### src/rtl/ps2_mouse_device.sv
// Device-side PS/2 mouse: answers host commands and streams 3-byte movement packets.
// Open-drain lines are driven through the *_drive_low outputs; pads are built one level up.
//
// state   | meaning
// IDLE    | lines released; waiting for host RTS, a queued byte or a movement request
// TX_BIT  | device->host: bit on data line, clock released
// TX_LOW  | device->host: clock pulled low
// RX_HIGH | host->device: clock released, data sampled at end of half
// RX_LOW  | host->device: clock pulled low
// RX_ACK  | data held low for one released half, then one low clock half
// RX_DONE | decode host byte and queue the response
module ps2_mouse_device #(
  parameter int HALF_PERIOD = 4000,
  parameter int GAP         = 8000,
  parameter int FIFO_DEPTH  = 4
) (
  input  logic       clk,
  input  logic       rst,
  input  logic       ps2c_in,
  input  logic       ps2d_in,
  output logic       ps2c_drive_low,
  output logic       ps2d_drive_low,
  input  logic       move_valid,
  output logic       move_ready,
  input  logic [8:0] move_dx,
  input  logic [8:0] move_dy,
  input  logic [2:0] move_btn,
  output logic       streaming,
  output logic       busy,
  output logic       rx_cmd_valid,
  output logic [7:0] rx_cmd,
  output logic       rx_parity_err
);

  localparam int TW = $clog2(HALF_PERIOD + 1);
  localparam int GW = $clog2(GAP + 1);
  localparam int AW = $clog2(FIFO_DEPTH);
  localparam int CW = AW + 1;
  localparam logic [TW-1:0] TMAX    = TW'(HALF_PERIOD - 1);
  localparam logic [GW-1:0] GAP_C   = GW'(GAP);
  localparam logic [CW-1:0] DEPTH_C = CW'(FIFO_DEPTH);

  typedef enum logic [2:0] {
    S_IDLE, S_TX_BIT, S_TX_LOW, S_RX_HIGH, S_RX_LOW, S_RX_ACK, S_RX_DONE
  } state_t;

  state_t          r_state;
  logic            r_c_s1, r_c_s2, r_d_s1, r_d_s2;
  logic [GW-1:0]   r_gap;
  logic [TW-1:0]   r_tmr;
  logic [3:0]      r_idx;
  logic [10:0]     r_tx_sh;
  logic [7:0]      r_rx_sh;
  logic            r_rx_par;
  logic            r_ack_ph;
  logic [1:0]      r_settle;
  logic            r_c_low, r_d_low;
  logic            r_streaming;
  logic            r_rx_valid, r_rx_perr;
  logic [7:0]      r_rx_cmd;

  logic [7:0]      r_mem [FIFO_DEPTH];
  logic [AW-1:0]   r_rd, r_wr;
  logic [CW-1:0]   r_cnt;

  logic            w_tc, w_gap_ok, w_rts, w_move_ready, w_move_acc, w_par_ok;
  logic            w_flush, w_pop;
  logic [1:0]      w_push_n;
  logic [2:0][7:0] w_push_b;
  logic [CW-1:0]   w_cnt_base, w_space, w_n_acc;
  logic [AW-1:0]   w_wr_base;
  logic [7:0]      w_head;
  logic [10:0]     w_frame;

  // Two-flop synchronisers; idle level of an open-drain line is high
  always_ff @(posedge clk or negedge rst) begin
    if (!rst) begin
      r_c_s1 <= 1'b1;
      r_c_s2 <= 1'b1;
      r_d_s1 <= 1'b1;
      r_d_s2 <= 1'b1;
    end else begin
      r_c_s1 <= ps2c_in;
      r_c_s2 <= r_c_s1;
      r_d_s1 <= ps2d_in;
      r_d_s2 <= r_d_s1;
    end
  end

  always_ff @(posedge clk or negedge rst) begin
    if (!rst)                     r_gap <= '0;
    else if (!(r_c_s2 && r_d_s2)) r_gap <= '0;
    else if (r_gap != GAP_C)      r_gap <= r_gap + 1'b1;
  end

  assign w_gap_ok     = (r_gap == GAP_C);
  assign w_tc         = (r_tmr == '0);
  assign w_rts        = (r_state == S_IDLE) && (r_settle == 2'd0) && r_c_s2 && !r_d_s2;
  assign w_move_ready = r_streaming && (r_cnt == '0) && (r_state == S_IDLE) && !w_rts;
  assign w_move_acc   = move_valid && w_move_ready;
  assign w_par_ok     = ^{r_rx_sh, r_rx_par};
  assign w_head       = r_mem[r_rd];
  assign w_frame      = {1'b1, ~^w_head, w_head, 1'b0};
  assign w_pop        = (r_state == S_TX_LOW) && w_tc && (r_idx == 4'd10);

  always_comb begin
    w_flush  = 1'b0;
    w_push_n = 2'd0;
    w_push_b = '0;
    if (r_state == S_RX_DONE) begin
      if (!w_par_ok) begin
        w_push_n    = 2'd1;
        w_push_b[0] = 8'hFE;
      end else if (r_rx_sh == 8'hFF) begin
        w_flush  = 1'b1;
        w_push_n = 2'd3;
        w_push_b = {8'h00, 8'hAA, 8'hFA};
      end else begin
        w_push_n    = 2'd1;
        w_push_b[0] = 8'hFA;
      end
    end else if (w_move_acc) begin
      w_push_n = 2'd3;
      w_push_b = {move_dy[7:0], move_dx[7:0],
                  {2'b00, move_dy[8], move_dx[8], 1'b1, move_btn}};
    end
  end

  // Excess pushes are dropped rather than overwriting queued bytes
  assign w_cnt_base = w_flush ? '0 : r_cnt;
  assign w_wr_base  = w_flush ? '0 : r_wr;
  assign w_space    = DEPTH_C - w_cnt_base;
  assign w_n_acc    = (CW'(w_push_n) > w_space) ? w_space : CW'(w_push_n);

  always_ff @(posedge clk or negedge rst) begin
    if (!rst) begin
      r_rd  <= '0;
      r_wr  <= '0;
      r_cnt <= '0;
    end else begin
      r_rd  <= (w_flush ? '0 : r_rd) + AW'(w_pop);
      r_wr  <= w_wr_base + AW'(w_n_acc);
      r_cnt <= w_cnt_base + w_n_acc - CW'(w_pop);
    end
  end

  always_ff @(posedge clk) begin
    for (int k = 0; k < 3; k++)
      if (CW'(k) < w_n_acc) r_mem[w_wr_base + AW'(k)] <= w_push_b[k];
  end

  // r_settle masks RTS detection until the synchronisers see our own release
  always_ff @(posedge clk or negedge rst) begin
    if (!rst) begin
      r_state     <= S_IDLE;
      r_tmr       <= '0;
      r_idx       <= '0;
      r_tx_sh     <= '0;
      r_rx_sh     <= '0;
      r_rx_par    <= 1'b0;
      r_ack_ph    <= 1'b0;
      r_settle    <= '0;
      r_c_low     <= 1'b0;
      r_d_low     <= 1'b0;
      r_streaming <= 1'b0;
      r_rx_valid  <= 1'b0;
      r_rx_perr   <= 1'b0;
      r_rx_cmd    <= '0;
    end else begin
      r_rx_valid <= 1'b0;
      r_rx_perr  <= 1'b0;
      if (r_settle != 2'd0) r_settle <= r_settle - 2'd1;
      if (!w_tc) r_tmr <= r_tmr - 1'b1;
      unique case (r_state)
        S_IDLE: begin
          if (w_rts) begin
            r_state <= S_RX_HIGH;
            r_idx   <= '0;
            r_tmr   <= TMAX;
          end else if ((r_cnt != '0) && w_gap_ok) begin
            r_state <= S_TX_BIT;
            r_idx   <= '0;
            r_tx_sh <= w_frame;
            r_d_low <= ~w_frame[0];
            r_tmr   <= TMAX;
          end
        end
        S_TX_BIT: begin
          if (w_tc) begin
            if (!r_c_s2) begin
              r_state  <= S_IDLE;
              r_c_low  <= 1'b0;
              r_d_low  <= 1'b0;
              r_settle <= 2'd3;
            end else begin
              r_state <= S_TX_LOW;
              r_c_low <= 1'b1;
              r_tmr   <= TMAX;
            end
          end
        end
        S_TX_LOW: begin
          if (w_tc) begin
            r_c_low <= 1'b0;
            if (r_idx == 4'd10) begin
              r_state  <= S_IDLE;
              r_d_low  <= 1'b0;
              r_settle <= 2'd3;
            end else begin
              r_state <= S_TX_BIT;
              r_idx   <= r_idx + 4'd1;
              r_d_low <= ~r_tx_sh[r_idx + 4'd1];
              r_tmr   <= TMAX;
            end
          end
        end
        S_RX_HIGH: begin
          if (w_tc) begin
            if (r_idx < 4'd8)       r_rx_sh  <= {r_d_s2, r_rx_sh[7:1]};
            else if (r_idx == 4'd8) r_rx_par <= r_d_s2;
            r_tmr <= TMAX;
            if (r_idx == 4'd9) begin
              r_state  <= S_RX_ACK;
              r_ack_ph <= 1'b0;
              r_d_low  <= 1'b1;
            end else begin
              r_state <= S_RX_LOW;
              r_c_low <= 1'b1;
            end
          end
        end
        S_RX_LOW: begin
          if (w_tc) begin
            r_state <= S_RX_HIGH;
            r_c_low <= 1'b0;
            r_idx   <= r_idx + 4'd1;
            r_tmr   <= TMAX;
          end
        end
        S_RX_ACK: begin
          if (w_tc) begin
            if (!r_ack_ph) begin
              r_ack_ph <= 1'b1;
              r_c_low  <= 1'b1;
              r_tmr    <= TMAX;
            end else begin
              r_state  <= S_RX_DONE;
              r_c_low  <= 1'b0;
              r_d_low  <= 1'b0;
              r_settle <= 2'd3;
            end
          end
        end
        S_RX_DONE: begin
          r_state <= S_IDLE;
          if (w_par_ok) begin
            r_rx_valid <= 1'b1;
            r_rx_cmd   <= r_rx_sh;
            if (r_rx_sh == 8'hFF || r_rx_sh == 8'hF5) r_streaming <= 1'b0;
            else if (r_rx_sh == 8'hF4)                 r_streaming <= 1'b1;
          end else begin
            r_rx_perr <= 1'b1;
          end
        end
        default: r_state <= S_IDLE;
      endcase
    end
  end

  assign ps2c_drive_low = r_c_low;
  assign ps2d_drive_low = r_d_low;
  assign move_ready     = w_move_ready;
  assign streaming      = r_streaming;
  assign busy           = (r_state != S_IDLE) || (r_cnt != '0);
  assign rx_cmd_valid   = r_rx_valid;
  assign rx_cmd         = r_rx_cmd;
  assign rx_parity_err  = r_rx_perr;

endmodule

### config.mk
export PLATFORM = sky130hd
export DESIGN_NAME = ps2_mouse_device
export DESIGN_NICKNAME = d
export VERILOG_FILES = /design/src/rtl/ps2_mouse_device.sv
export SDC_FILE = /design/constraint.sdc
export NUM_CORES = 1
export LEC_CHECK = 0
export CORE_MARGIN = 2
export CORE_UTILIZATION = 55
export DETAILED_ROUTE_END_ITERATION = 10
export HOLD_SLACK_MARGIN = 0.12
export PLACE_DENSITY = 0.81
export SYNTH_ARGS = -nofsm -noshare
export SYNTH_HDL_FRONTEND = slang
export SYNTH_SLANG_ARGS = --single-unit
### constraint.sdc
create_clock -name clk -period 5.11 [get_ports clk]
set_clock_uncertainty 0.05 [all_clocks]
set_input_delay 0.7665 -clock clk [delete_from_list [all_inputs] [get_ports clk]]
set_output_delay 0.7665 -clock clk [all_outputs]
set_load 0.05 [all_outputs]
==> tab_implementation.tex, run 1 <==
\begin{tabular}{lr}
\hline
Metric & Value \\
\hline
\multicolumn{2}{l}{\textbf{Drt}} \\
Uppermost signal routing layer after detailed routing & met4 \\
Avg Vias per Cell & roughly 6.5 \\
Number of nets with antenna violations after detailed routing & 0 \\
Via count & 5,359 \\
Met3 routed WL & about 1200 um \\
Total DRC errors in the routed layout & 0 \\
DRT met1 WL & slightly below 7000 um \\
Routed length per instance & approximately 19 um \\
DR WL met2 & approximately 7600 um \\
Routed wire length & around 16,000 um \\
Number of violations reported at the end of detailed-routing iteration 0 & around 420 \\
Number of detailed-routing iterations run before antenna repair & 5 \\
\multicolumn{2}{l}{\textbf{Timing}} \\
Final hold viol count & 0 \\
Fin worst setup slack & 302 ps \\
Tightest hold margin & roughly 300 ps \\
Maximum clock frequency & 208 MHz \\
Share of the cycle needed by the critical path after routing & 94.1\% \\
Relative slew slack & around a third \\
Setup repair after global routing missed its margin & yes \\
Max Slew Vio Count & 0 \\
Shortest clock period the worst path allows after layout & around 4800 ps \\
Measured slew at the worst slew-check pin & 971 ps \\
Final count of negative-setup-slack endpoints & 0 \\
\multicolumn{2}{l}{\textbf{Power}} \\
Power per unit of standard cell area & roughly 480 nW/um\^{}2 \\
Maximum vdd drop & about 380 uV \\
Reported leakage power & 0.00295 uW \\
\multicolumn{2}{l}{\textbf{Die}} \\
Area inside the core boundary & 12,000 um\^{}2 \\
Die W & roughly 110 um \\
Number of I/O pins & 41 \\
Effective utilization at floorplan & around 56\% \\
Vertical extent of the die & between 100 and 150 um \\
Number of rows in the core area & 40 \\
DIE AREA & 13,100 um\^{}2 \\
\multicolumn{2}{l}{\textbf{Global route}} \\
Initial antenna violation count & 0 \\
Wire length of the first global-routing pass & approximately 26,000 um \\
Remaining global-route overflow & 0 \\
Largest net degree at the start of global routing & between 70 and 80 \\
Via count of the first global-routing pass & 5,131 \\
All-Layer GR Usage & around 26\% \\
\multicolumn{2}{l}{\textbf{Clocking}} \\
Clock tree from TritonCTS & done \\
H-tree lvl count & 3 \\
Maximum count of clock buffers along a single path & 2 \\
Number of clock sinks & 110 \\
Clock latency at the later pin of the worst-skew pair & roughly 360 ps \\
Number of post-CTS setup repair buffers & 0 \\
Worst-path clk slew & approximately 80 ps \\
Number of buffers created by CTS & 9 \\
Clock root cell & sky130\_fd\_sc\_hd\_\_clkbuf\_16 \\
\multicolumn{2}{l}{\textbf{Synthesis}} \\
Number of instances in the synthesized netlist & between 600 and 700 \\
Net count after synthesis & between 600 and 700 \\
Synthesis-stage register bit count & 110 \\
Number of enable-type register cells in the synthesized netlist & 32 \\
Cell area after synthesis & 6690 um\^{}2 \\
Share of the synthesized area in the top cell type & around 28\% \\
Post-synth ARST share & a little under three quarters \\
Seq/Total Area, Yosys & a little over two fifths \\
Post-synth cell types & just under 90 \\
Primary FF master, synth & sky130\_fd\_sc\_hd\_\_dfrtp\_1 \\
Yosys Warn Count & 0 \\
Average size of a mapped cell & between 10 and 15 um\^{}2 \\
Post-synthesis cell type with the largest combined area & sky130\_fd\_sc\_hd\_\_dfrtp\_1 \\
Cell types with the largest area share after synthesis & sky130\_fd\_sc\_hd\_\_dfrtp\_1 28\%, sky130\_fd\_sc\_hd\_\_edfxtp\_1 14\%, sky130\_fd\_sc\_hd\_\_mux2\_2 4.7\% \\
\multicolumn{2}{l}{\textbf{Place}} \\
Port buffer count & 40 \\
Worst setup timing slack at the placement stage & 260 ps \\
Routability congestion estimate from global placement & 0.909 \\
HPWL Detailed & $\sim$11,000 um \\
Number of placed instances with taps included & 812 \\
Placed instance area & 7170 um\^{}2 \\
\multicolumn{2}{l}{\textbf{Layout}} \\
Most frequent cells in the layout & 74 x sky130\_fd\_sc\_hd\_\_dfrtp\_1, 65 x sky130\_fd\_sc\_hd\_\_nand2\_1, 40 x sky130\_fd\_sc\_hd\_\_nor2\_1, 39 x sky130\_fd\_sc\_hd\_\_clkdlybuf4s50\_1, 38 x sky130\_fd\_sc\_hd\_\_a21oi\_1 \\
Diode insertion count for antenna repair & 0 \\
Final Util & $\sim$62\% \\
Final-layout fill cell count & between 900 and 1,000 \\
Most common cell after layout, fill and taps aside & sky130\_fd\_sc\_hd\_\_dfrtp\_1 \\
Number of non-filler instances in the completed layout & about 830 \\
Signed area change from the synthesized netlist to the final layout & 11.8\% \\
Total Nets Final & around 720 \\
Share of cells above drive strength 1 & between 15 and 20\% \\
Post-route cell area & approximately 7500 um\^{}2 \\
\multicolumn{2}{l}{\textbf{Critical path}} \\
Category of the worst setup path launch point & register \\
Worst Path Required & about 5200 ps \\
Critical path start-end classification & register to register \\
Peak fanout along the critical path & 7 \\
Critical Path AT & approximately 4900 ps \\
Kind of end point of the critical path & register \\
\multicolumn{2}{l}{\textbf{Hold path}} \\
Worst hold path class & register to register \\
\multicolumn{2}{l}{\textbf{Run}} \\
Count of max-cap constraint violations & 0 \\
\multicolumn{2}{l}{\textbf{Run status}} \\
Outcome & finished, final reports clean \\
\hline
\end{tabular}
[cell usage after synthesis, drive strengths merged, types with 15 or more instances]
cell type,number
mux2i,16
edfxtp,32
o21ai,43
ha,15
nand3,18
dfrtp,74
a21oi,41
inv,21
nor3,16
nor2,42
clkbuf,24
mux2,31
xnor2,22
nand2,66
[power breakdown]
| group | switching, uW | total (uW) | internal, uW |
|---|---|---|---|
| registers | 160 | 1310 | 1150 |
| clock network | 334 | 696 | 363 |
| logic | 935 | 1550 | 619 |
| total | 1430 | 3560 | 2130 |
[cell families (layout without fill, tap and decap cells)]
family,count (synthesis),in the layout,synth area share (%)
AOI/OAI and AO/OA,163,163,16.5
buffers and inverters,59,88,3.82
DFF,110,110,43.6
xor gates and xnor gates,35,35,4.81
and+or+nand+nor,213,213,17.4
adders and majority gates,16,16,3.11
muxes,56,56,10.8
[through the flow]
stage | power, uW | TNS, ps
6_report | 3560 | 0
5_1_grt | 3790 | -33.6
4_1_cts | 3540 | 0
3_5_place_dp | 2840 | 0
3_3_place_gp | 2760 | 0
2_1_floorplan | 2450 | 0
[layer usage]
layer	vias to the layer above	GRT usage (%)
li1	2466	-
met1	2631	35.5
met2	228	40.9
met3	34	4.87
met4	0	8.46
met5	-	0
[area by class of cell]
class	count	area, um^2	area share (%)
Sequential cell	110	2920	39.0
Timing Repair Buffer	51	480	6.43
Multi-Input combinational cell	483	3520	47.1
Clock buffer	10	250	3.35
Tap cell	147	184	2.46
Clock inverter	6	41.3	0.552
Inverter	21	78.8	1.05
[worst max-delay path, stage by stage, from the launching register on]
cell	delay (ps)
sky130_fd_sc_hd__dfrtp_1	440
sky130_fd_sc_hd__xnor2_1	270
sky130_fd_sc_hd__xnor3_2	540
sky130_fd_sc_hd__xnor2_1	270
sky130_fd_sc_hd__nand2b_1	110
sky130_fd_sc_hd__nand2_1	140
sky130_fd_sc_hd__ha_1	260
sky130_fd_sc_hd__inv_1	110
sky130_fd_sc_hd__ha_1	250
sky130_fd_sc_hd__nor2b_1	180
sky130_fd_sc_hd__o2111a_1	240
sky130_fd_sc_hd__a221o_2	410
sky130_fd_sc_hd__or3_4	370
sky130_fd_sc_hd__o22ai_2	340
sky130_fd_sc_hd__nand2_1	240
sky130_fd_sc_hd__a211oi_1	370
[flip-flops by register name, indices dropped and copies added (netlist names), 4 cells and up]
name / count
r_mem: 32
r_idx: 4
r_gap: 13
r_tmr: 12
r_tx_sh: 10
r_rx_sh: 8
rx_cmd: 8
[worst paths after layout]
check,to,cells past startpoint,slack [ps],startpoint
max,r_mem[2][0],15,300,r_rx_sh[1]
min,r_c_s2,0,300,r_c_s1
max reg2reg,r_mem[2][0],15,300,r_rx_sh[1]
min reg2reg,r_c_s2,0,300,r_c_s1
max in group asynchronous,r_rd[1],1,3880,rst
min in group asynchronous,r_tmr[7],1,510,rst
[repair_timing]
| item | CTS | global route |
|---|---|---|
| setup endpoints to repair | 0 | 15 |
| endpoints found under the hold margin | 0 | 0 |
| hold buffers | 0 | 0 |
| resized for setup | 0 | 3 |
Note: power is estimated with default switching activity, not from simulation.
==> run 2, diff against run 1 <==
ABC_AREA = 1   (was unset)
CORE_MARGIN = 1.5   (was 2)
CTS_BUF_LIST = sky130_fd_sc_hd__clkbuf_4 sky130_fd_sc_hd__clkbuf_8   (was unset)
==> tab_implementation.tex, run 2 <==
\begin{tabular}{lr}
\hline
Metric & Value \\
\hline
\multicolumn{2}{l}{\textbf{Synthesis}} \\
Post-synth ARST share & a little over 70\% \\
Number of enable-type register cells in the synthesized netlist & 32 \\
Yosys Warn Count & 0 \\
Primary FF master, synth & sky130\_fd\_sc\_hd\_\_dfrtp\_1 \\
Most frequently used cell type in the post-synthesis netlist & sky130\_fd\_sc\_hd\_\_nand2\_1 \\
Post-synth top cells & 201 x sky130\_fd\_sc\_hd\_\_nand2\_1, 104 x sky130\_fd\_sc\_hd\_\_inv\_1, 82 x sky130\_fd\_sc\_hd\_\_nand3\_1, 82 x sky130\_fd\_sc\_hd\_\_nor2\_1, 74 x sky130\_fd\_sc\_hd\_\_dfrtp\_1 \\
Average size of a mapped cell & 7.82 um\^{}2 \\
Post-synth cell types & 60 \\
Cell types with the largest area share after synthesis & sky130\_fd\_sc\_hd\_\_dfrtp\_1 27\%, sky130\_fd\_sc\_hd\_\_edfxtp\_1 14\%, sky130\_fd\_sc\_hd\_\_nand2\_1 11\% \\
Cell area after synthesis & 6830 um\^{}2 \\
Synthesis-stage register bit count & 110 \\
Seq/Total Area, Yosys & a little over two fifths \\
Post-synthesis cell type with the largest combined area & sky130\_fd\_sc\_hd\_\_dfrtp\_1 \\
Number of instances in the synthesized netlist & 873 \\
Net count after synthesis & roughly 920 \\
Share of the synthesized area in the top cell type & 27.1\% \\
\multicolumn{2}{l}{\textbf{Timing}} \\
Tightest hold margin & between 300 and 400 ps \\
Final setup TNS & 0 ps \\
Shortest clock period the worst path allows after layout & 4500 ps \\
Fin worst setup slack & approximately 600 ps \\
Measured slew at the worst slew-check pin & between 1000 and 1500 ps \\
Max Slew Vio Count & 0 \\
Final count of negative-setup-slack endpoints & 0 \\
Final hold viol count & 0 \\
Share of the cycle needed by the critical path after routing & roughly nine tenths \\
Relative slew slack & 26.0\% \\
Setup repair after global routing missed its margin & no \\
Maximum clock frequency & 222 MHz \\
\multicolumn{2}{l}{\textbf{Hold path}} \\
Worst hold path class & register to register \\
Launch point of the worst hold path & r\_d\_s1 \\
\multicolumn{2}{l}{\textbf{Global route}} \\
Largest net degree at the start of global routing & a little under 80 \\
Wire length of the first global-routing pass & about 28,000 um \\
Initial antenna violation count & 0 \\
Remaining global-route overflow & 0 \\
All-Layer GR Usage & between 20\% and 30\% \\
Via count of the first global-routing pass & about 5,500 \\
\multicolumn{2}{l}{\textbf{Layout}} \\
Flip-flop count of the largest register after layout & 32 \\
Diode insertion count for antenna repair & 0 \\
Largest registers & r\_mem (32), r\_gap (13), r\_tmr (12) \\
Final-layout fill cell count & between 1,000 and 1,500 \\
Signed area change from the synthesized netlist to the final layout & 10.1\% \\
Share of cells above drive strength 1 & 7.14\% \\
Register with the highest flop count & r\_mem \\
Most frequent cells in the layout & 201 x sky130\_fd\_sc\_hd\_\_nand2\_1, 104 x sky130\_fd\_sc\_hd\_\_inv\_1, 82 x sky130\_fd\_sc\_hd\_\_nor2\_1, 82 x sky130\_fd\_sc\_hd\_\_nand3\_1, 74 x sky130\_fd\_sc\_hd\_\_dfrtp\_1 \\
Number of non-filler instances in the completed layout & $\sim$1,100 \\
Final Util & around 62\% \\
Total Nets Final & $\sim$950 \\
Most common cell after layout, fill and taps aside & sky130\_fd\_sc\_hd\_\_nand2\_1 \\
\multicolumn{2}{l}{\textbf{Die}} \\
Number of I/O pins & 41 \\
Die W & 114 um \\
Number of rows in the core area & 40 \\
Vertical extent of the die & approximately 110 um \\
DIE AREA & between 10,000 and 15,000 um\^{}2 \\
Effective utilization at floorplan & $\sim$57\% \\
Area inside the core boundary & around 12,000 um\^{}2 \\
\multicolumn{2}{l}{\textbf{Power}} \\
Reported leakage power & $\sim$0.0034 uW \\
Maximum vdd drop & 309 uV \\
Power per unit of standard cell area & approximately 440 nW/um\^{}2 \\
\multicolumn{2}{l}{\textbf{Clocking}} \\
Maximum count of clock buffers along a single path & 2 \\
H-tree lvl count & 3 \\
Clock tree from TritonCTS & done \\
Clock latency at the later pin of the worst-skew pair & approximately 380 ps \\
Worst-path clk slew & approximately 100 ps \\
Number of clock sinks & 110 \\
Number of buffers created by CTS & 9 \\
Number of hold-repair buffers added at the cts stage & 0 \\
Number of post-CTS setup repair buffers & 0 \\
Gates resized, CTS repair & 0 \\
Clock root cell & sky130\_fd\_sc\_hd\_\_clkbuf\_8 \\
\multicolumn{2}{l}{\textbf{Drt}} \\
Number of violations reported at the end of detailed-routing iteration 0 & 635 \\
Number of nets with antenna violations after detailed routing & 0 \\
Avg Vias per Cell & approximately 5.6 \\
Number of detailed-routing iterations run before antenna repair & 6 \\
Routed length per instance & around 15 um \\
Total DRC errors in the routed layout & 0 \\
Via count & $\sim$6,000 \\
Routed wire length & approximately 16,000 um \\
\multicolumn{2}{l}{\textbf{Critical path}} \\
Category of the worst setup path launch point & register \\
Critical Path AT & 4730 ps \\
Slowest CP cell & sky130\_fd\_sc\_hd\_\_dfrtp\_1 \\
Most repeated library cell on the critical path & sky130\_fd\_sc\_hd\_\_inv\_1 \\
Worst setup path startpoint & r\_rx\_sh[1] \\
Critical register-to-register path startpoint & r\_rx\_sh[1] \\
Worst Path Required & about 5300 ps \\
Critical path start-end classification & register to register \\
Kind of end point of the critical path & register \\
Peak fanout along the critical path & 11 \\
Largest stage delay on the critical path & between 400 and 500 ps \\
\multicolumn{2}{l}{\textbf{Place}} \\
Port buffer count & 40 \\
Worst setup timing slack at the placement stage & 679 ps \\
HPWL Detailed & about 12,000 um \\
Routability congestion estimate from global placement & a little under 1 \\
Number of placed instances with taps included & roughly 1,100 \\
\multicolumn{2}{l}{\textbf{Run}} \\
Count of max-cap constraint violations & 0 \\
\multicolumn{2}{l}{\textbf{Run status}} \\
Outcome & finished, final reports clean \\
\hline
\end{tabular}
[run 2: cell types whose count changed in the layout (fill, tap and decap cells not counted), sizes merged, moves of 14 or more]
| cell | change |
|---|---|
| nor2 | +48 |
| nand3 | +74 |
| o21ai | +40 |
| nand2 | +140 |
| xnor2 | -17 |
| nand2b | -14 |
| mux2 | -25 |
| mux2i | -15 |
| inv | +91 |
[run 2: path summary, 6_finish.rpt]
kind	endpoint	slack (ps)	cells past startpoint
worst min register to register	r_d_s2	320	0
worst min-delay path	r_d_s2	320	0
max in group asynchronous	r_gap[2]	3920	1
min in group asynchronous	r_tmr[9]	470	1
worst max-delay path	r_cnt[2]	610	26
worst max register to register	r_cnt[2]	610	26
[run 2: logic make-up after synthesis]
| kind of cell | share of synthesized area (%) |
|---|---|
| AND/OR/NAND/NOR | 29.4 |
| adder cells (fa/ha/maj) | 3.04 |
| buffers and inverters | 8.47 |
| XOR/XNOR | 2.31 |
| AO/OA/AOI/OAI | 12.9 |
| multiplexers | 1.14 |
| flip-flops | 42.7 |
[run 2: area by class of cell]
class                           instances  area, um^2  share of cell area (%)
Tap cell                              168         210                    2.80
Timing Repair Buffer                   42         413                    5.50
Clock inverter                          6        75.1                   0.999
Clock buffer                           10         138                    1.83
Multi-Input combinational cell        628        3330                    44.3
Sequential cell                       110        2920                    38.8
Inverter                              114         430                    5.73
[run 2: critical path, delay by kind of cell, from the launching register on]
kind                     cells  cell delay, ps
adder cells (fa/ha/maj)      5            1320
AND/OR/NAND/NOR             10            1320
AO/OA/AOI/OAI                2             330
XOR/XNOR                     2             320
buffers and inverters        7             620
flip-flops                   1             430
[run 2: power by group]
part	leakage (uW)	total, uW	switching, uW	internal (uW)
Combinational	0.00193	1490	1010	479
Sequential	0.00132	1260	123	1140
Clock	0.000107	568	319	249
[run 2: through the flow]
stage / power (uW) / area [um^2]
after floorplan: 2400 / 6830
after detailed placement: 2720 / 7300
after global placement: 2700 / 7300
final: 3320 / 7510
after global routing: 3550 / 7510
after CTS: 3300 / 7510
[run 2: routing by layer]
| layer | wire [um] | GRT usage, % | up-vias |
|---|---|---|---|
| met1 | 7610 | 39.7 | 2740 |
| li1 | - | - | 2992 |
| met5 | 0 | 0 | - |
| met4 | 379 | 9.25 | 0 |
| met3 | 1170 | 4.08 | 32 |
| met2 | 7100 | 40.0 | 287 |
==> run 3, diff against run 2 <==
CORE_UTILIZATION = 29   (was 55)
PLACE_DENSITY = 0.51   (was 0.81)
SETUP_SLACK_MARGIN = 0.1   (was unset)
SKIP_LAST_GASP = 1   (was unset)
==> tab_implementation.tex, run 3 (synthesized netlist as in run 2, its figures left out) <==
\begin{tabular}{lr}
\hline
Metric & Value \\
\hline
\multicolumn{2}{l}{\textbf{Run status}} \\
Outcome & finished, final reports clean \\
\multicolumn{2}{l}{\textbf{Clocking}} \\
Number of clock sinks & 110 \\
Clock root cell & sky130\_fd\_sc\_hd\_\_clkbuf\_8 \\
Worst-path clk slew & about 140 ps \\
H-tree lvl count & 3 \\
Maximum count of clock buffers along a single path & 2 \\
Number of buffers created by CTS & 9 \\
Clock tree from TritonCTS & done \\
Number of post-CTS setup repair buffers & 0 \\
Number of hold-repair buffers added at the cts stage & 0 \\
Clock latency at the later pin of the worst-skew pair & 420 ps \\
Gates resized, CTS repair & 0 \\
\multicolumn{2}{l}{\textbf{Drt}} \\
Number of violations reported at the end of detailed-routing iteration 0 & between 400 and 500 \\
Routed wire length & 18,100 um \\
Routed length per instance & 14.8 um \\
Number of detailed-routing iterations run before antenna repair & 5 \\
Number of nets with antenna violations after detailed routing & 0 \\
Via count & between 5,000 and 6,000 \\
Avg Vias per Cell & between 4 and 5 \\
Total DRC errors in the routed layout & 0 \\
\multicolumn{2}{l}{\textbf{Global route}} \\
All-Layer GR Usage & around 16\% \\
Initial antenna violation count & 0 \\
Wire length of the first global-routing pass & around 30,000 um \\
Via count of the first global-routing pass & roughly 5,700 \\
Largest net degree at the start of global routing & 79 \\
Remaining global-route overflow & 0 \\
\multicolumn{2}{l}{\textbf{Layout}} \\
Most frequent cells in the layout & 201 x sky130\_fd\_sc\_hd\_\_nand2\_1, 104 x sky130\_fd\_sc\_hd\_\_inv\_1, 82 x sky130\_fd\_sc\_hd\_\_nor2\_1, 82 x sky130\_fd\_sc\_hd\_\_nand3\_1, 74 x sky130\_fd\_sc\_hd\_\_dfrtp\_1 \\
Share of cells above drive strength 1 & around 7.3\% \\
Post-route cell area & about 7700 um\^{}2 \\
Signed area change from the synthesized netlist to the final layout & 13.0\% \\
Flip-flop count of the largest register after layout & 32 \\
Number of non-filler instances in the completed layout & roughly 1,200 \\
Register with the highest flop count & r\_mem \\
Most common cell after layout, fill and taps aside & sky130\_fd\_sc\_hd\_\_nand2\_1 \\
Largest registers & r\_mem (32), r\_gap (13), r\_tmr (12) \\
Diode insertion count for antenna repair & 0 \\
Total Nets Final & between 900 and 1,000 \\
\multicolumn{2}{l}{\textbf{Power}} \\
Total internal power & $\sim$1800 uW \\
Portion of total power attributed to sequential cells & roughly 38\% \\
Maximum vdd drop & between 200 and 250 uV \\
Net switching power of the design & between 1500 and 2000 uW \\
Switching Fraction & 45.7\% \\
Power per unit of standard cell area & roughly 440 nW/um\^{}2 \\
Fraction of power consumed by the clock network & $\sim$18\% \\
Gate power share & 44.8\% \\
Reported leakage power & around 0.0034 uW \\
\multicolumn{2}{l}{\textbf{Critical path}} \\
Most repeated library cell on the critical path & sky130\_fd\_sc\_hd\_\_nand2\_1 \\
Worst Path Required & around 5400 ps \\
Largest stage delay on the critical path & between 400 and 500 ps \\
Kind of end point of the critical path & register \\
Peak fanout along the critical path & 11 \\
Slowest CP cell & sky130\_fd\_sc\_hd\_\_dfrtp\_1 \\
Critical Path AT & approximately 4700 ps \\
Category of the worst setup path launch point & register \\
Critical path start-end classification & register to register \\
Worst setup path startpoint & r\_rx\_sh[6] \\
Critical register-to-register path startpoint & r\_rx\_sh[6] \\
\multicolumn{2}{l}{\textbf{Timing}} \\
Shortest clock period the worst path allows after layout & $\sim$4500 ps \\
Share of the cycle needed by the critical path after routing & between 80\% and 90\% \\
Final setup TNS & 0 ps \\
Maximum clock frequency & around 220 MHz \\
Measured slew at the worst slew-check pin & between 1000 and 1500 ps \\
Final count of negative-setup-slack endpoints & 0 \\
Max Slew Vio Count & 0 \\
Fin worst setup slack & $\sim$630 ps \\
Tightest hold margin & 326 ps \\
Setup repair after global routing missed its margin & no \\
Relative slew slack & 33.3\% \\
Final hold viol count & 0 \\
\multicolumn{2}{l}{\textbf{Die}} \\
DIE AREA & 24,500 um\^{}2 \\
Number of I/O pins & 41 \\
Number of rows in the core area & 55 \\
Effective utilization at floorplan & between 20\% and 30\% \\
Vertical extent of the die & 156 um \\
Die W & $\sim$160 um \\
Area inside the core boundary & 22,800 um\^{}2 \\
\multicolumn{2}{l}{\textbf{Place}} \\
Routability congestion estimate from global placement & around 0.9 \\
Port buffer count & 40 \\
Number of placed instances with taps included & roughly 1,200 \\
Worst setup timing slack at the placement stage & approximately 660 ps \\
HPWL Detailed & 13,400 um \\
Placed instance area & 7500 um\^{}2 \\
\multicolumn{2}{l}{\textbf{Hold path}} \\
Worst hold path class & register to register \\
Launch point of the worst hold path & r\_c\_s1 \\
\multicolumn{2}{l}{\textbf{Run}} \\
Count of max-cap constraint violations & 0 \\
\hline
\end{tabular}
-- run 3: cell types whose count changed in the layout (fill, tap and decap cells not counted), sizes merged --
cell      previous run  this run
clkinv               4         6
clkbuf              10         9
inv                114       115
bufinv               1         0
buf                  3         5
clkinvlp             1         0
-- run 3: final timing paths --
path | endpoint | slack (ps) | cells after the start
worst max-delay path | r_cnt[2] | 630 | 28
worst min-delay path | r_c_s2 | 330 | 0
worst max register to register | r_cnt[2] | 630 | 28
worst min register to register | r_c_s2 | 330 | 0
max in group asynchronous | r_tx_sh[1] | 3900 | 1
min in group asynchronous | rx_cmd[5] | 440 | 1
-- run 3: layer usage --
metal / track usage [%] / up-vias / share of wire [%] / wire length [um]
met5: 0 / - / 0 / 0
met4: 5.67 / 0 / 2.2 / 391
met3: 2.52 / 30 / 4.1 / 738
met2: 24.3 / 159 / 45 / 8150
met1: 22.1 / 2741 / 49 / 8870
li1: - / 2994 / - / -
-- run 3: power by group through the flow --
| stage | combinational [uW] | sequential, uW | clock (uW) |
|---|---|---|---|
| global placement | 1500 | 1280 | 0 |
| finish | 1510 | 1260 | 593 |
| global route | 1690 | 1290 | 643 |
| floorplan | 1130 | 1260 | 0 |
| detailed placement | 1500 | 1280 | 0 |
| CTS | 1500 | 1260 | 609 |
-- run 3: cell type report --
type	instances	area, um^2
tap	313	392
clock inverter	7	93.8
inverter	114	430
multi-input combinational	628	3330
clock buffer	9	124
timing repair buffer	44	428
fill	2484	15100
sequential	110	2920
-- run 3: worst max-delay path: cells and delay by family, from the launching register on --
family	cells	cell delay, ps
and+or+nand+nor	12	1320
xor gates and xnor gates	2	310
DFF	1	430
adders and majority gates	5	1320
AOI/OAI and AO/OA	2	340
buffers and inverters	7	580
-- run 3: through the flow --
stage          power [uW]  util (%)
2_1_floorplan        2400         -
3_5_place_dp         2780      32.8
5_1_grt              3620      33.8
6_report             3360      33.8
4_1_cts              3370      33.8
3_3_place_gp         2780      32.8
==> RTL change: new RTL, flow settings as in run 3 <==
The parameter `FIFO_DEPTH` goes from 4 to 2.
--- a/src/rtl/ps2_mouse_device.sv
+++ b/src/rtl/ps2_mouse_device.sv
@@ -12,7 +12,7 @@
 module ps2_mouse_device #(
   parameter int HALF_PERIOD = 4000,
   parameter int GAP         = 8000,
-  parameter int FIFO_DEPTH  = 4
+  parameter int FIFO_DEPTH  = 2
 ) (
   input  logic       clk,
   input  logic       rst,
Function: no difference found for any inputs over 10 cycles, from zero or initial values and one cycle with rst low; that may be too few to reach the edited logic, so the function may still have changed.
==> RTL change against run 3 <==
Total power shrank 27%; count of clock-buffer cells in the layout is the same; sequential power shrank 25%; setup slack gained 1.2 ns; synthesized area shrank 22%; wire length shrank 34%; largest cell class unchanged; via count shrank 25%; final area shrank 20%; sequential cell count shrank 19.
==> RTL change: results (changes against run 3) <==
- Run status: finished, final reports clean
- WL final: 12000 µm (-34%)
- Pleak: 2.82 nW (-16%)
- Num CTS Buffers: 9 (unchanged)
- Actual slew at the worst max-slew pin: 0.973 ns (-0.0274 ns)
- Vias: 4437 (-25%)
- Largest net degree at the start of global routing: 76 (-3.8%)
- First-pass GRT wire length: 20900 µm (-31%)
- # fillers: 1905 (-23%)
- Worst-Skew Late Latency: 0.38 ns (-0.04 ns)
- Total setup buffers inserted after CTS: 0 (unchanged)
- Post_cts resized: 0 (unchanged)
- Clk slew on worst S/H paths: 0.09 ns (-0.05 ns)
- YS warnings: 0 (unchanged)
- EDFF count, synth: 16 (-50%)
- First-pass DRT Iterations: 5 (unchanged)
- Synth cell count leaders: nand2_1, inv_1, dfrtp_1, o21ai_0, nor2_1
- Synth area leaders: dfrtp_1, nand2_1, edfxtp_1
- Maximum vdd drop: 0.000147 V (-30%)
- Grt ovf: 0 (unchanged)
- Top Registers: r_mem x16, r_gap x13, r_tmr x12
- Sequential area share after synthesis: 44.4% (+1.7 points)
- Hpwl dp: 8930 µm (-33%)
- H-tree Lvls: 3 (unchanged)
- Vias in the first global route: 4281 (-25%)
- Port bufs: 40 (unchanged)
- GPL Wtd Cong: 0.845 (-5.9%)
- Synth cell types: 51 (-15%)
- Worst EP arrival: 3.31 ns (-1.43 ns)
- CP max stage cell: dfrtp_1
- Final nets: 765 (-19%)
- Gr usage total: 13.2% (-2.5 points)
- CP max stage delay: 0.49 ns (+0.06 ns)
- Syn Nets: 724 (-21%)
- Clk Tree Root Cell: clkbuf_8
- Post-synthesis async set-or-reset flop share: 82.4% (+12 points)
- Initial DRC Count: 282 (-39%)
- Crit Path Max Fanout: 18 (+7)
- Ant. Diodes: 0 (unchanged)
- Share of cells above drive strength 1: 6.94% (-0.41 points)
-- RTL change: cell count changes in the layout (fill, tap and decap cells not counted), sizes merged, moves of 10 or more --
cell,run 3,this run
nor2,90,65
a21oi,34,18
edfxtp,32,16
nor4,13,3
nand2,206,196
o21ai,83,73
nand3,92,27
inv,115,98
-- RTL change: cell families after synthesis --
group                    Yosys count  synth area share (%)
AO/OA/AOI/OAI                    116                  12.5
XOR/XNOR                          19                  3.13
multiplexers                       8                  1.51
AND/OR/NAND/NOR                  334                  27.9
flip-flops                        91                  44.4
buffers and inverters            112                  8.47
adder cells (fa/ha/maj)            9                  2.12
-- RTL change: layer usage --
layer  GRT usage [%]  vias to the layer above  routed length [µm]
met4            4.65                        0                 206
met3            3.12                       16                 541
li1                -                     2315                   -
met2            21.3                       92                5460
met5               0                        -                   0
met1            17.4                     2014                5780
-- RTL change: final timing paths --
path | slack (ns) | start | depth (start not counted) | to
worst max-delay path | 1.84 | r_state[2] | 15 | r_mem[0][5]
worst min register to register | 0.31 | r_d_s1 | 0 | r_d_s2
worst min-delay path | 0.31 | r_d_s1 | 0 | r_d_s2
max in group asynchronous | 3.89 | rst | 1 | r_tmr[11]
min in group asynchronous | 0.49 | rst | 1 | r_gap[12]
worst max register to register | 1.84 | r_state[2] | 15 | r_mem[0][5]
-- RTL change: power breakdown --
group          switching, mW  total, mW  internal [mW]
clock network          0.276      0.555          0.280
registers             0.0864      0.944          0.857
logic                  0.619      0.950          0.331
total                  0.981       2.45           1.47
-- RTL change: worst max-delay path, delay by kind of cell, from the launching register on --
| kind | cells | cell delay [ns] |
|---|---|---|
| and+or+nand+nor | 9 | 1.41 |
| buffers and inverters | 4 | 0.60 |
| DFF | 1 | 0.49 |
| adders and majority gates | 1 | 0.25 |
| AOI/OAI and AO/OA | 1 | 0.17 |
-- RTL change: through the flow --
stage          total power, mW  instances  area, µm²  hold WS (ns)  setup slack [ns]
2_1_floorplan             1.67        689       5320         0.295              1.36
4_1_cts                   2.47        964       6180         0.310              1.80
5_1_grt                   2.66        964       6180         0.318              1.46
3_3_place_gp              1.91        948       5950         0.296              1.78
6_report                  2.45        964       6180         0.310              1.84
3_5_place_dp              1.90        948       5950         0.297              1.72
-- RTL change: cell type report --
type	instances	area share (%)
clock buffer	9	2.01
clock inverter	7	1.62
inverter	99	6.10
multi-input combinational	486	40.6
sequential	91	38.2
tap	229	4.64
timing repair buffer	43	6.81
